<file path="src/rtl/fir_seq_ctrl.sv">
// rtl/fir_seq_ctrl.sv - register-mapped sample/coefficient sequencer for the FIR datapath
module fir_seq_ctrl #(
    parameter int DATA_W      = 16,
    parameter int COEFF_W     = 16,
    parameter int ACC_W       = 32,
    parameter int NUM_TAPS    = 16,
    parameter int SFIFO_DEPTH = 4,
    parameter int RFIFO_DEPTH = 4,
    parameter int TAP_W       = $clog2(NUM_TAPS)
) (
    input  logic               clk_i,
    input  logic               rst_ni,
    input  logic               reg_valid_i,
    input  logic               reg_write_i,
    input  logic [4:0]         reg_addr_i,
    input  logic [31:0]        reg_wdata_i,
    output logic [31:0]        reg_rdata_o,
    output logic               reg_ready_o,
    output logic               reg_error_o,
    output logic               clr_c_o,
    output logic               accel_en_o,
    output logic               coeff_we_o,
    output logic [TAP_W-1:0]   coeff_addr_o,
    output logic [COEFF_W-1:0] coeff_o,
    output logic [DATA_W-1:0]  sample_o,
    input  logic [ACC_W-1:0]   mac_result_i,
    input  logic               result_valid_i,
    input  logic               busy_i
);
    localparam int SPW = $clog2(SFIFO_DEPTH);
    localparam int RPW = $clog2(RFIFO_DEPTH);

    localparam logic [4:0] A_CTRL   = 5'h00;
    localparam logic [4:0] A_STATUS = 5'h04;
    localparam logic [4:0] A_IDX    = 5'h08;
    localparam logic [4:0] A_COEFF  = 5'h0C;
    localparam logic [4:0] A_SAMPLE = 5'h10;
    localparam logic [4:0] A_RESULT = 5'h14;
    localparam logic [4:0] A_COUNT  = 5'h18;

    typedef enum logic [1:0] {
        ST_IDLE  = 2'd0,
        ST_ISSUE = 2'd1,
        ST_WAIT  = 2'd2,
        ST_CLEAR = 2'd3
    } state_e;

    state_e state_q, state_d;
    logic en_q, en_d;
    logic [TAP_W-1:0] idx_q, idx_d;
    logic [15:0] count_q, count_d;
    logic sovf_q, sovf_d, rudf_q, rudf_d, cerr_q, cerr_d;
    logic accel_en_q, accel_en_d, clr_c_q, clr_c_d, coeff_we_q, coeff_we_d;
    logic [TAP_W-1:0] coeff_addr_q, coeff_addr_d;
    logic [COEFF_W-1:0] coeff_q, coeff_d;
    logic [DATA_W-1:0] sample_q, sample_d;

    logic [DATA_W-1:0] s_mem_q [SFIFO_DEPTH];
    logic [DATA_W-1:0] s_mem_d [SFIFO_DEPTH];
    logic [SPW-1:0] s_wr_q, s_wr_d, s_rd_q, s_rd_d;
    logic [SPW:0] s_cnt_q, s_cnt_d;
    logic [ACC_W-1:0] r_mem_q [RFIFO_DEPTH];
    logic [ACC_W-1:0] r_mem_d [RFIFO_DEPTH];
    logic [RPW-1:0] r_wr_q, r_wr_d, r_rd_q, r_rd_d;
    logic [RPW:0] r_cnt_q, r_cnt_d;

    logic wr, rd, addr_ok, s_empty, s_full, r_empty, r_full;
    logic clear_req, issue_go, s_full_eff, s_push, r_push, r_pop, coeff_ok;
    logic wr_coeff, wr_sample, rd_result;
    logic unused_wdata;

    assign unused_wdata = ^reg_wdata_i;

    assign wr = reg_valid_i & reg_write_i;
    assign rd = reg_valid_i & ~reg_write_i;
    assign addr_ok = (reg_addr_i[1:0] == 2'b00) && (reg_addr_i <= A_COUNT);

    assign s_empty = (s_cnt_q == '0);
    assign s_full  = (s_cnt_q == (SPW+1)'(SFIFO_DEPTH));
    assign r_empty = (r_cnt_q == '0);
    assign r_full  = (r_cnt_q == (RPW+1)'(RFIFO_DEPTH));

    assign wr_coeff  = wr && (reg_addr_i == A_COEFF);
    assign wr_sample = wr && (reg_addr_i == A_SAMPLE);
    assign rd_result = rd && (reg_addr_i == A_RESULT);
    assign clear_req = wr && (reg_addr_i == A_CTRL) && reg_wdata_i[1];

    assign issue_go = (state_q == ST_IDLE) && en_q && !s_empty && !r_full && !busy_i && !clear_req;
    // Fullness seen by the bus accounts for the FSM pop in the same cycle.
    assign s_full_eff = s_full && !issue_go;
    assign s_push   = wr_sample && !s_full_eff;
    assign r_push   = (state_q == ST_WAIT) && result_valid_i && !clear_req;
    assign r_pop    = rd_result && !r_empty;
    assign coeff_ok = (state_q == ST_IDLE) && s_empty;

    assign reg_ready_o = 1'b1;
    assign reg_error_o = reg_valid_i && (!addr_ok || (wr_coeff && !coeff_ok) ||
                         (wr_sample && s_full_eff) || (rd_result && r_empty));

    always_comb begin
        reg_rdata_o = '0;
        if (rd) begin
            case (reg_addr_i)
                A_CTRL:   reg_rdata_o = {31'b0, en_q};
                A_STATUS: reg_rdata_o = {22'b0, cerr_q, rudf_q, sovf_q, r_full, r_empty,
                                         s_empty, s_full, 1'b0, state_q};
                A_IDX:    reg_rdata_o = 32'(idx_q);
                A_RESULT: reg_rdata_o = r_empty ? 32'b0 : 32'(r_mem_q[r_rd_q]);
                A_COUNT:  reg_rdata_o = {16'b0, count_q};
                default:  reg_rdata_o = '0;
            endcase
        end
    end

    always_comb begin
        state_d      = state_q;
        en_d         = en_q;
        idx_d        = idx_q;
        count_d      = count_q;
        sovf_d       = sovf_q;
        rudf_d       = rudf_q;
        cerr_d       = cerr_q;
        coeff_we_d   = 1'b0;
        coeff_addr_d = coeff_addr_q;
        coeff_d      = coeff_q;
        sample_d     = sample_q;
        s_mem_d      = s_mem_q;
        s_wr_d       = s_wr_q;
        s_rd_d       = s_rd_q;
        s_cnt_d      = s_cnt_q;
        r_mem_d      = r_mem_q;
        r_wr_d       = r_wr_q;
        r_rd_d       = r_rd_q;
        r_cnt_d      = r_cnt_q;

        case (state_q)
            ST_IDLE:  if (issue_go) begin
                          state_d  = ST_ISSUE;
                          sample_d = s_mem_q[s_rd_q];
                      end
            ST_ISSUE: state_d = ST_WAIT;
            ST_WAIT:  if (result_valid_i) state_d = ST_IDLE;
            default:  state_d = ST_IDLE;
        endcase

        if (s_push) begin
            s_mem_d[s_wr_q] = reg_wdata_i[DATA_W-1:0];
            s_wr_d = s_wr_q + SPW'(1);
        end
        if (issue_go) s_rd_d = s_rd_q + SPW'(1);
        if (s_push && !issue_go) s_cnt_d = s_cnt_q + (SPW+1)'(1);
        else if (!s_push && issue_go) s_cnt_d = s_cnt_q - (SPW+1)'(1);
        if (wr_sample && s_full_eff) sovf_d = 1'b1;

        if (r_push) begin
            r_mem_d[r_wr_q] = mac_result_i;
            r_wr_d  = r_wr_q + RPW'(1);
            count_d = count_q + 16'd1;
        end
        if (r_pop) r_rd_d = r_rd_q + RPW'(1);
        if (r_push && !r_pop) r_cnt_d = r_cnt_q + (RPW+1)'(1);
        else if (!r_push && r_pop) r_cnt_d = r_cnt_q - (RPW+1)'(1);
        if (rd_result && r_empty) rudf_d = 1'b1;

        if (wr && reg_addr_i == A_CTRL) en_d = reg_wdata_i[0];
        if (wr && reg_addr_i == A_IDX) idx_d = reg_wdata_i[TAP_W-1:0];
        if (wr_coeff) begin
            if (coeff_ok) begin
                coeff_we_d   = 1'b1;
                coeff_addr_d = idx_q;
                coeff_d      = reg_wdata_i[COEFF_W-1:0];
                idx_d = (idx_q == TAP_W'(NUM_TAPS-1)) ? '0 : idx_q + TAP_W'(1);
            end else begin
                cerr_d = 1'b1;
            end
        end

        // Clear wins over everything else; EN and IDX survive it.
        if (clear_req) begin
            state_d = ST_CLEAR;
            s_wr_d  = '0;
            s_rd_d  = '0;
            s_cnt_d = '0;
            r_wr_d  = '0;
            r_rd_d  = '0;
            r_cnt_d = '0;
            count_d = '0;
            sovf_d  = 1'b0;
            rudf_d  = 1'b0;
            cerr_d  = 1'b0;
        end

        accel_en_d = (state_d == ST_ISSUE);
        clr_c_d    = (state_d == ST_CLEAR);
    end

    always_ff @(posedge clk_i or negedge rst_ni) begin
        if (!rst_ni) begin
            state_q      <= ST_IDLE;
            en_q         <= 1'b0;
            idx_q        <= '0;
            count_q      <= '0;
            sovf_q       <= 1'b0;
            rudf_q       <= 1'b0;
            cerr_q       <= 1'b0;
            accel_en_q   <= 1'b0;
            clr_c_q      <= 1'b0;
            coeff_we_q   <= 1'b0;
            coeff_addr_q <= '0;
            coeff_q      <= '0;
            sample_q     <= '0;
            s_mem_q      <= '{default: '0};
            s_wr_q       <= '0;
            s_rd_q       <= '0;
            s_cnt_q      <= '0;
            r_mem_q      <= '{default: '0};
            r_wr_q       <= '0;
            r_rd_q       <= '0;
            r_cnt_q      <= '0;
        end else begin
            state_q      <= state_d;
            en_q         <= en_d;
            idx_q        <= idx_d;
            count_q      <= count_d;
            sovf_q       <= sovf_d;
            rudf_q       <= rudf_d;
            cerr_q       <= cerr_d;
            accel_en_q   <= accel_en_d;
            clr_c_q      <= clr_c_d;
            coeff_we_q   <= coeff_we_d;
            coeff_addr_q <= coeff_addr_d;
            coeff_q      <= coeff_d;
            sample_q     <= sample_d;
            s_mem_q      <= s_mem_d;
            s_wr_q       <= s_wr_d;
            s_rd_q       <= s_rd_d;
            s_cnt_q      <= s_cnt_d;
            r_mem_q      <= r_mem_d;
            r_wr_q       <= r_wr_d;
            r_rd_q       <= r_rd_d;
            r_cnt_q      <= r_cnt_d;
        end
    end

    assign accel_en_o   = accel_en_q;
    assign clr_c_o      = clr_c_q;
    assign coeff_we_o   = coeff_we_q;
    assign coeff_addr_o = coeff_addr_q;
    assign coeff_o      = coeff_q;
    assign sample_o     = sample_q;
endmodule

</file>
<file path="config.mk">
export PLATFORM = sky130hd
export DESIGN_NAME = fir_seq_ctrl
export DESIGN_NICKNAME = d
export VERILOG_FILES = /design/src/rtl/fir_seq_ctrl.sv
export SDC_FILE = /design/constraint.sdc
export NUM_CORES = 1
export LEC_CHECK = 0
export CAP_MARGIN = 20
export CORE_UTILIZATION = 40
export DETAILED_ROUTE_END_ITERATION = 16
export PLACE_DENSITY_LB_ADDON = 0.25
export SLEW_MARGIN = 25
export SYNTH_ARGS = -nofsm -noshare
export SYNTH_HDL_FRONTEND = slang
export SYNTH_SLANG_ARGS = --single-unit
export TNS_END_PERCENT = 5
</file>
<file path="constraint.sdc">
create_clock -name clk_i -period 7.2 [get_ports clk_i]
set_clock_uncertainty 0.1 [all_clocks]
set_input_delay 1.8 -clock clk_i [delete_from_list [all_inputs] [get_ports clk_i]]
set_output_delay 1.8 -clock clk_i [all_outputs]
set_load 0.02 [all_outputs]
</file>
==> flow_summary.toml, run 1 <==
[synth]
synth_area_leaders = "dfrtp_1 54%, mux2_2 18%, mux4_2 8.7%, mux2_4 2.4%, nor2_1 1.4%"
synth-compound-area-share = 0.0312
synth_adder_area_share = 0.0132
synth_cell_types = 59
ys.flop_type = "dfrtp_1"
postSynthCellCount = 864
syn_nets = 951
seq_area_frac_synth = 0.544
yosys.area.top_type = "dfrtp_1"
yosysWarnings = 0
avgSynthCellArea_um2 = 14.4
synth-simple-area-share = 0.0686
netlist_area_um2 = 12500
synth-async-reset-ratio = 1.00
synth_xor_area_frac = 0.0140
synth-seq-cells = 271
synth_top_family_by_area = "multiplexers"
synth_edf_count = 0
synthMuxAreaShare = 0.304
synth_top_area_frac = 0.544

[power_and_ir_drop]
p_leak_nw = 6.98
fin_total_pwr_mw = 4.65
vdd_drop_max_mv = 0.174
power.density_nw_per_um2 = 305

[final_layout]
drive_gt1_frac = 0.344
fin_util = 0.498
num_antenna_cells = 0
fill_cells = 2700
multi_input_area_um2 = 5400
register_area_um2 = 6780
final_cell_area_um2 = 15300
nets = 1083
areaGrowthSynthToFinish_pct = 22.3

[setup_path]
r2r_cells = 5
critPathBufInv = 2
path_max_fanout = 7
critPathLaunchType = "input pin"
cp_cell_sequence = "clkdlybuf4s50_1, or3_1, or3_1, nand2_2, nand3_1, a41oi_1, clkdlybuf4s50_1"
max_stage_delay_ns = 0.64
critPathTopFamily = "simple AND/OR/NAND/NOR gates"
critPathLaunch = "reg_addr_i[4]"
rr_endpoint = "s_mem_q[36]$_DFFE_PN0P_"
crit_arrival_ns = 4.56
critical_path_required_ns = 5.30
cpMaxStageDelayCell = "clkdlybuf4s50_1"
end_kind = "primary output"
r2r-start = "state_q[1]$_DFF_PN0_"
critPathKind = "input pin to primary output"
r2r_slack_ns = 4.27

[clock_tree]
cts_buffer_depth = 3
cts_tree = "done"
post_cts_buffers = 0
hold_buffers = 0
clkLatencyLatePin_ns = 0.56
clkTransAtPathRegs_ns = 0.06
clock-root-buffer = "clkbuf_16"
ctsResizeCount = 0
cts_max_level = 1
cts_buffers = 31
cts_num_sinks = 271

[timing]
finalMaxSlewViolations = 0
worst_slack_ns = 0.738
fmax_mhz = 155
setup_tns_ns = 0
tightest_slew_ns = 0.960
finalHoldViolations = 0
period_minus_slack_ns = 6.46
rsz0062_at_grt = "false"
slew_headroom = 0.359
setup_viol = 0
period_share = 0.898

[route]
vias = 7563
ant_nets = 0
vias_per_cell = 5.34
post_drt_wl_per_cell_um = 19.1
first_pass_iters = 5
drt_iter0_markers = 428
drc = 0
routed_wl_mm = 27.0

[grt]
first_global_vias = 8079
grt_util_all_layers = 0.176
grt-ovfl-total = 0
antenna_found_initial = 0
grt_max_degree = 157
grt_pass1_wl_mm = 44.2

[floorplanning]
dieArea_um2 = 31900
dieWidth_um = 179
coreArea_um2 = 30700
core.rowCount = 64
dieHeight_um = 179
start_util = 0.407
num_io_pins = 148

[placed_design]
hpwl_mm = 17.0
pre_cts_slack_ns = 0.759
port_buffers = 130
dpl-instance-area_um2 = 14200
gp_congestion = 0.849

[job]
timing.max_cap.violations = 0

[worst_hold_path]
holdPathEnd = "r_mem_q[100]$_DFFE_PN0P_"
min_from = "r_mem_q[100]$_DFFE_PN0P_"
whs_path_depth = 1
hold_path.class = "register to register"

[outcome]
status = "completed"
power breakdown:
part           switching (mW)  internal, mW
clock                   0.628          1.05
combinational           0.379         0.553
sequential              0.209          1.84
total                    1.21          3.44
kinds of logic (layout without fill, tap and decap cells):
group | count (synthesis) | after routing
simple gates | 164 | 164
xor+xnor | 20 | 20
fa+ha+maj | 12 | 12
buf+inv | 59 | 215
mux | 283 | 283
compound gates | 54 | 54
flops | 271 | 271
other cells | 1 | 1
worst reg2reg max path: stages (launching register included):
cell     delay [ns]
dfrtp_1        0.46
or4b_4         0.57
or3_4          0.38
a21oi_4        0.32
and2_2         0.58
mux2_2         0.40
worst max-delay path by stage:
stage | end | slack, ns | depth (start not counted)
after floorplan | reg_error_o | 1.56 | 7
after global placement | reg_error_o | 0.77 | 7
after detailed placement | reg_error_o | 0.76 | 7
after CTS | reg_error_o | 0.75 | 7
after global routing | reg_error_o | 0.64 | 7
final | reg_error_o | 0.74 | 7
sequential cells by signal (all words and copies together) (netlist names), 3 cells and up:
register      count
coeff_o          16
s_mem_q          64
idx_q             4
s_cnt_q           3
sample_o         16
coeff_addr_o      4
r_mem_q         128
r_cnt_q           3
count_q          16
placed cells by master (no fill, tap or decap), types with 14 or more instances in the layout:
cell / Yosys / final
a21oi_1: 14 / 14
and2_1: 22 / 20
clkbuf_16: 0 / 31
clkdlybuf4s50_1: 0 / 129
dfrtp_1: 271 / 270
mux2_2: 204 / 204
mux2_4: 20 / 20
mux4_2: 48 / 48
nand2_1: 39 / 39
nor2_1: 45 / 45
per-stage QoR:
step	std cells	hold slack [ns]
6_report	1416	0.389
5_1_grt	1416	0.410
4_1_cts	1416	0.394
3_5_place_dp	1359	0.377
3_3_place_gp	1359	0.368
2_1_floorplan	864	0.353
cell type report:
class,instances,share of cell area
Tap cell,396,0.0325
Multi-Input combinational cell,534,0.354
Timing Repair Buffer,144,0.0933
Clock buffer,45,0.0595
Inverter,14,0.00344
Clock inverter,12,0.0128
Sequential cell,271,0.445
routing by layer:
| metal | global-route usage | vias up | wire length (um) |
|---|---|---|---|
| li1 | - | 3450 | - |
| met5 | 0 | - | 0 |
| met1 | 0.235 | 3923 | 12200 |
| met2 | 0.298 | 150 | 13200 |
| met3 | 0.0298 | 40 | 1080 |
| met4 | 0.0424 | 0 | 568 |
synth_stat cells, types with 6 or more instances:
cell / n
a21oi_1: 14
a222oi_1: 8
a22o_1: 6
and2_1: 22
buf_1: 6
buf_2: 15
clkbuf_1: 16
dfrtp_1: 271
ha_1: 10
inv_1: 13
mux2_1: 7
mux2_2: 204
mux2_4: 20
mux4_2: 48
nand2_1: 39
nor2_1: 45
nor3_1: 12
o21ai_0: 9
or3_1: 6
xnor2_1: 12
xor2_1: 8
Power figures use the tool's default switching activity.
==> run 2, diff against run 1 <==
--- a/config.mk
+++ b/config.mk
@@ -9,6 +9,7 @@
 export CORE_UTILIZATION = 40
 export DETAILED_ROUTE_END_ITERATION = 16
 export PLACE_DENSITY_LB_ADDON = 0.25
+export REMOVE_ABC_BUFFERS = 1
 export SLEW_MARGIN = 25
 export SYNTH_ARGS = -nofsm -noshare
 export SYNTH_HDL_FRONTEND = slang
==> flow_summary.toml, run 2 (synthesized netlist as in run 1, its figures left out) <==
[outcome]
status = "completed"

[route]
vias_per_cell = 5.35
ant_nets = 0
drt_iter0_markers = 418
first_pass_iters = 6
drc = 0
routed_wl_mm = 26.7
post_drt_wl_per_cell_um = 18.9
vias = 7545

[timing]
period_minus_slack_ns = 6.48
rsz0062_at_grt = "false"
setup_tns_ns = 0
tightest_slew_ns = 0.990
period_share = 0.899
setup_viol = 0
fmax_mhz = 154
hold_slack_ns = 0.390
finalHoldViolations = 0
slew_headroom = 0.335
finalMaxSlewViolations = 0

[grt]
grt_pass1_wl_mm = 43.0
grt_util_all_layers = 0.173
first_global_vias = 7732
grt-ovfl-total = 0
antenna_found_initial = 0
grt_max_degree = 156

[power_and_ir_drop]
power.density_nw_per_um2 = 298
p_leak_nw = 6.93
vdd_drop_max_mv = 0.162

[final_layout]
drive_gt1_frac = 0.342
nets = 1080
fin_util = 0.494
final_common_cell = "dfrtp_1"
final_cell_mix = "270 x dfrtp_1, 204 x mux2_2, 129 x clkdlybuf4s50_1"
largest_register = "r_mem_q"
largest_reg_flops = 128
areaGrowthSynthToFinish_pct = 21.4
fill_cells = 2698
num_antenna_cells = 0
top_regs = "r_mem_q x128, s_mem_q x64"

[placed_design]
gp_congestion = 0.811
port_buffers = 130
hpwl_mm = 16.4

[setup_path]
critPathLaunchType = "input pin"
path_max_fanout = 10
critPathKind = "input pin to primary output"
end_kind = "primary output"
rr_endpoint = "s_mem_q[20]$_DFFE_PN0P_"
r2r-start = "state_q[1]$_DFF_PN0_"
r2r_slack_ns = 4.22
critical_path_required_ns = 5.30
crit_arrival_ns = 4.58
r2r_cells = 5

[worst_hold_path]
hold_path.class = "register to register"
min_from = "r_mem_q[99]$_DFFE_PN0P_"
holdPathEnd = "r_mem_q[99]$_DFFE_PN0P_"
whs_path_depth = 1

[clock_tree]
clock-root-buffer = "clkbuf_16"
clkLatencyLatePin_ns = 0.55
hold_buffers = 0
cts_num_sinks = 271
cts_tree = "done"
post_cts_buffers = 0
clkTransAtPathRegs_ns = 0.06
ctsResizeCount = 0
cts_buffers = 30
cts_buffer_depth = 3
cts_max_level = 1

[floorplanning]
start_util = 0.407
core.rowCount = 64
dieWidth_um = 179
dieHeight_um = 179
coreArea_um2 = 30700
num_io_pins = 148
dieArea_um2 = 31900

[job]
timing.max_cap.violations = 0
==> run 2: how the worst max path moves through the flow <==
stage	from	to	slack [ns]	depth (start not counted)
after floorplan	reg_addr_i[4]	reg_error_o	1.70	5
after global placement	reg_addr_i[4]	reg_rdata_o[1]	0.78	6
after detailed placement	reg_addr_i[4]	reg_rdata_o[1]	0.75	6
after CTS	reg_addr_i[4]	reg_rdata_o[1]	0.76	6
after global routing	reg_addr_i[4]	reg_rdata_o[1]	0.66	6
final	reg_addr_i[4]	reg_rdata_o[1]	0.72	6
==> run 2: where the power goes <==
group / switching (mW) / internal, mW
Combinational: 0.361 / 0.552
Clock: 0.611 / 0.927
Sequential: 0.221 / 1.83
Total: 1.19 / 3.31
==> run 2: final cells by class <==
type | count | area, um^2 | area share
Sequential cell | 271 | 6780 | 0.448
Multi-Input combinational cell | 534 | 5400 | 0.357
Timing Repair Buffer | 142 | 1410 | 0.0930
Clock buffer | 45 | 897 | 0.0592
Tap cell | 396 | 495 | 0.0327
Clock inverter | 9 | 110 | 0.00727
Inverter | 14 | 52.6 | 0.00347
==> run 2: critical path: stages <==
cell	delay, ns
clkdlybuf4s50_1	0.54
or3b_2	0.56
nor2_1	0.54
a222oi_1	0.23
a21oi_1	0.26
clkdlybuf4s50_1	0.65
==> run 2: per-stage QoR <==
stage / std cells / power (mW) / area [um^2] / setup WS, ns
3_3_place_gp: 1357 / 2.97 / 14100 / 0.780
2_1_floorplan: 819 / 2.69 / 12200 / 1.70
4_1_cts: 1411 / 4.57 / 15100 / 0.757
3_5_place_dp: 1357 / 3.01 / 14100 / 0.746
5_1_grt: 1411 / 4.75 / 15100 / 0.659
6_report: 1411 / 4.51 / 15100 / 0.724
==> run 2: per-layer routing <==
metal / part of all wire / routed length (um) / global-route usage / vias to the layer above
met4: 0.021 / 550 / 0.0434 / 0
met1: 0.46 / 12200 / 0.233 / 3938
li1: - / - / - / 3414
met3: 0.045 / 1210 / 0.0311 / 37
met5: 0 / 0 / 0 / -
met2: 0.48 / 12700 / 0.287 / 156
==> run 3, diff against run 2 <==
==> constraint.sdc (replaced) <==
create_clock -name clk_i -period 7.2 [get_ports clk_i]
set_clock_uncertainty 0.1 [all_clocks]
set_input_delay 0.72 -clock clk_i [delete_from_list [all_inputs] [get_ports clk_i]]
set_output_delay 0.72 -clock clk_i [all_outputs]
set_load 0.02 [all_outputs]
==> flow_summary.toml, run 3 (synthesized netlist as in run 1, its figures left out) <==
[power_and_ir_drop]
p_leak_nw = 6.92
fin_total_pwr_mw = 4.49
vdd_drop_max_mv = 0.245
power.density_nw_per_um2 = 297

[setup_path]
path_max_fanout = 18
critPathKind = "input pin to primary output"
crit_arrival_ns = 3.84
critPathBufInv = 2
critPathLaunchType = "input pin"
cp_cell_sequence = "clkdlybuf4s50_1, or3_1, or3_1, nand2_2, nand3_1, a41oi_1, clkdlybuf4s50_1"
critPathTopFamily = "simple AND/OR/NAND/NOR gates"
cpMaxStageDelayCell = "clkdlybuf4s50_1"
critical_path_required_ns = 6.38
max_stage_delay_ns = 0.64
end_kind = "primary output"

[clock_tree]
cts_num_sinks = 271
hold_buffers = 0
cts_tree = "done"
cts_max_level = 1
post_cts_buffers = 0
ctsResizeCount = 0
clkTransAtPathRegs_ns = 0.06
clock-root-buffer = "clkbuf_16"
cts_buffers = 30
cts_buffer_depth = 3
clkLatencyLatePin_ns = 0.55

[timing]
slew_headroom = 0.356
worst_slack_ns = 2.54
period_share = 0.647
rsz0062_at_grt = "false"
hold_slack_ns = 0.0888
finalMaxSlewViolations = 0
tightest_slew_ns = 0.962
finalHoldViolations = 0
setup_tns_ns = 0
fmax_mhz = 215
period_minus_slack_ns = 4.66
setup_viol = 0

[grt]
use_met3 = 0.0286
grt_util_all_layers = 0.172
grt-busiest-layer = "met2"
first_global_vias = 7600
antenna_found_initial = 1
globalRouteMet2Util = 0.290
met1_usage = 0.231
grt-ovfl-total = 0
grt_max_degree = 168
grt_pass1_wl_mm = 42.7

[floorplanning]
coreArea_um2 = 30700
num_io_pins = 148
dieHeight_um = 179
start_util = 0.407
core.rowCount = 64
dieWidth_um = 179
dieArea_um2 = 31900

[placed_design]
gp_congestion = 0.816
place_inst = 1355
dpl-instance-area_um2 = 14100
hpwl_mm = 16.3
pre_cts_slack_ns = 2.52
port_buffers = 130

[route]
vias_per_cell = 5.32
first_pass_iters = 7
drt_iter0_markers = 373
drc = 0
vias = 7504
post_drt_wl_per_cell_um = 19.0
routed_wl_mm = 26.7
ant_nets = 0

[final_layout]
nets = 1078
areaGrowthSynthToFinish_pct = 21.4
num_antenna_cells = 0
top_regs = "r_mem_q x128, s_mem_q x64"
drive_gt1_frac = 0.340
largest_reg_flops = 128
final_cell_count_no_fill = 1410
final_cell_mix = "270 x dfrtp_1, 204 x mux2_2, 129 x clkdlybuf4s50_1"
final_common_cell = "dfrtp_1"
largest_register = "r_mem_q"
final_cell_area_um2 = 15100
fin_util = 0.494

[outcome]
status = "completed"

[worst_hold_path]
hold_path.class = "input pin to async pin"

[job]
timing.max_cap.violations = 0
run 3: changes by cell type in the layout (fill, tap and decap cells not counted), sizes merged:
cell      before  now
bufinv         2    1
clkinv         8    4
inv           13   14
clkbuf        45   49
buf           13   11
clkinvlp       0    1
run 3: area by class of cell:
type | instances | area, um^2
Sequential cell | 271 | 6780
Multi-Input combinational cell | 534 | 5410
Timing Repair Buffer | 140 | 1390
Clock inverter | 6 | 72.6
Clock buffer | 49 | 932
Inverter | 14 | 52.6
Tap cell | 396 | 495
Fill cell | 2688 | 15500
run 3: report_power, final:
group	total, mW	switching, mW	internal, mW
registers	2.03	0.197	1.84
logic	0.934	0.383	0.551
clock network	1.53	0.610	0.915
run 3: routing by layer:
layer | up-vias | routed length, um
li1 | 3416 | -
met1 | 3876 | 11800
met2 | 169 | 13200
met3 | 41 | 1190
met4 | 2 | 561
met5 | - | 11
run 3: worst paths after layout:
path / startpoint / end / slack [ns] / depth (start not counted)
max reg2reg: state_q[1]$_DFF_PN0_ / s_mem_q[47]$_DFFE_PN0P_ / 4.24 / 5
min reg2reg: r_mem_q[99]$_DFFE_PN0P_ / r_mem_q[99]$_DFFE_PN0P_ / 0.39 / 1
min in group clk_i: r_mem_q[99]$_DFFE_PN0P_ / r_mem_q[99]$_DFFE_PN0P_ / 0.39 / 1
min: rst_ni / s_mem_q[63]$_DFFE_PN0P_ / 0.09 / 1
max in group asynchronous: rst_ni / r_rd_q[0]$_DFFE_PN0P_ / 5.49 / 2
max: reg_addr_i[4] / reg_error_o / 2.54 / 7
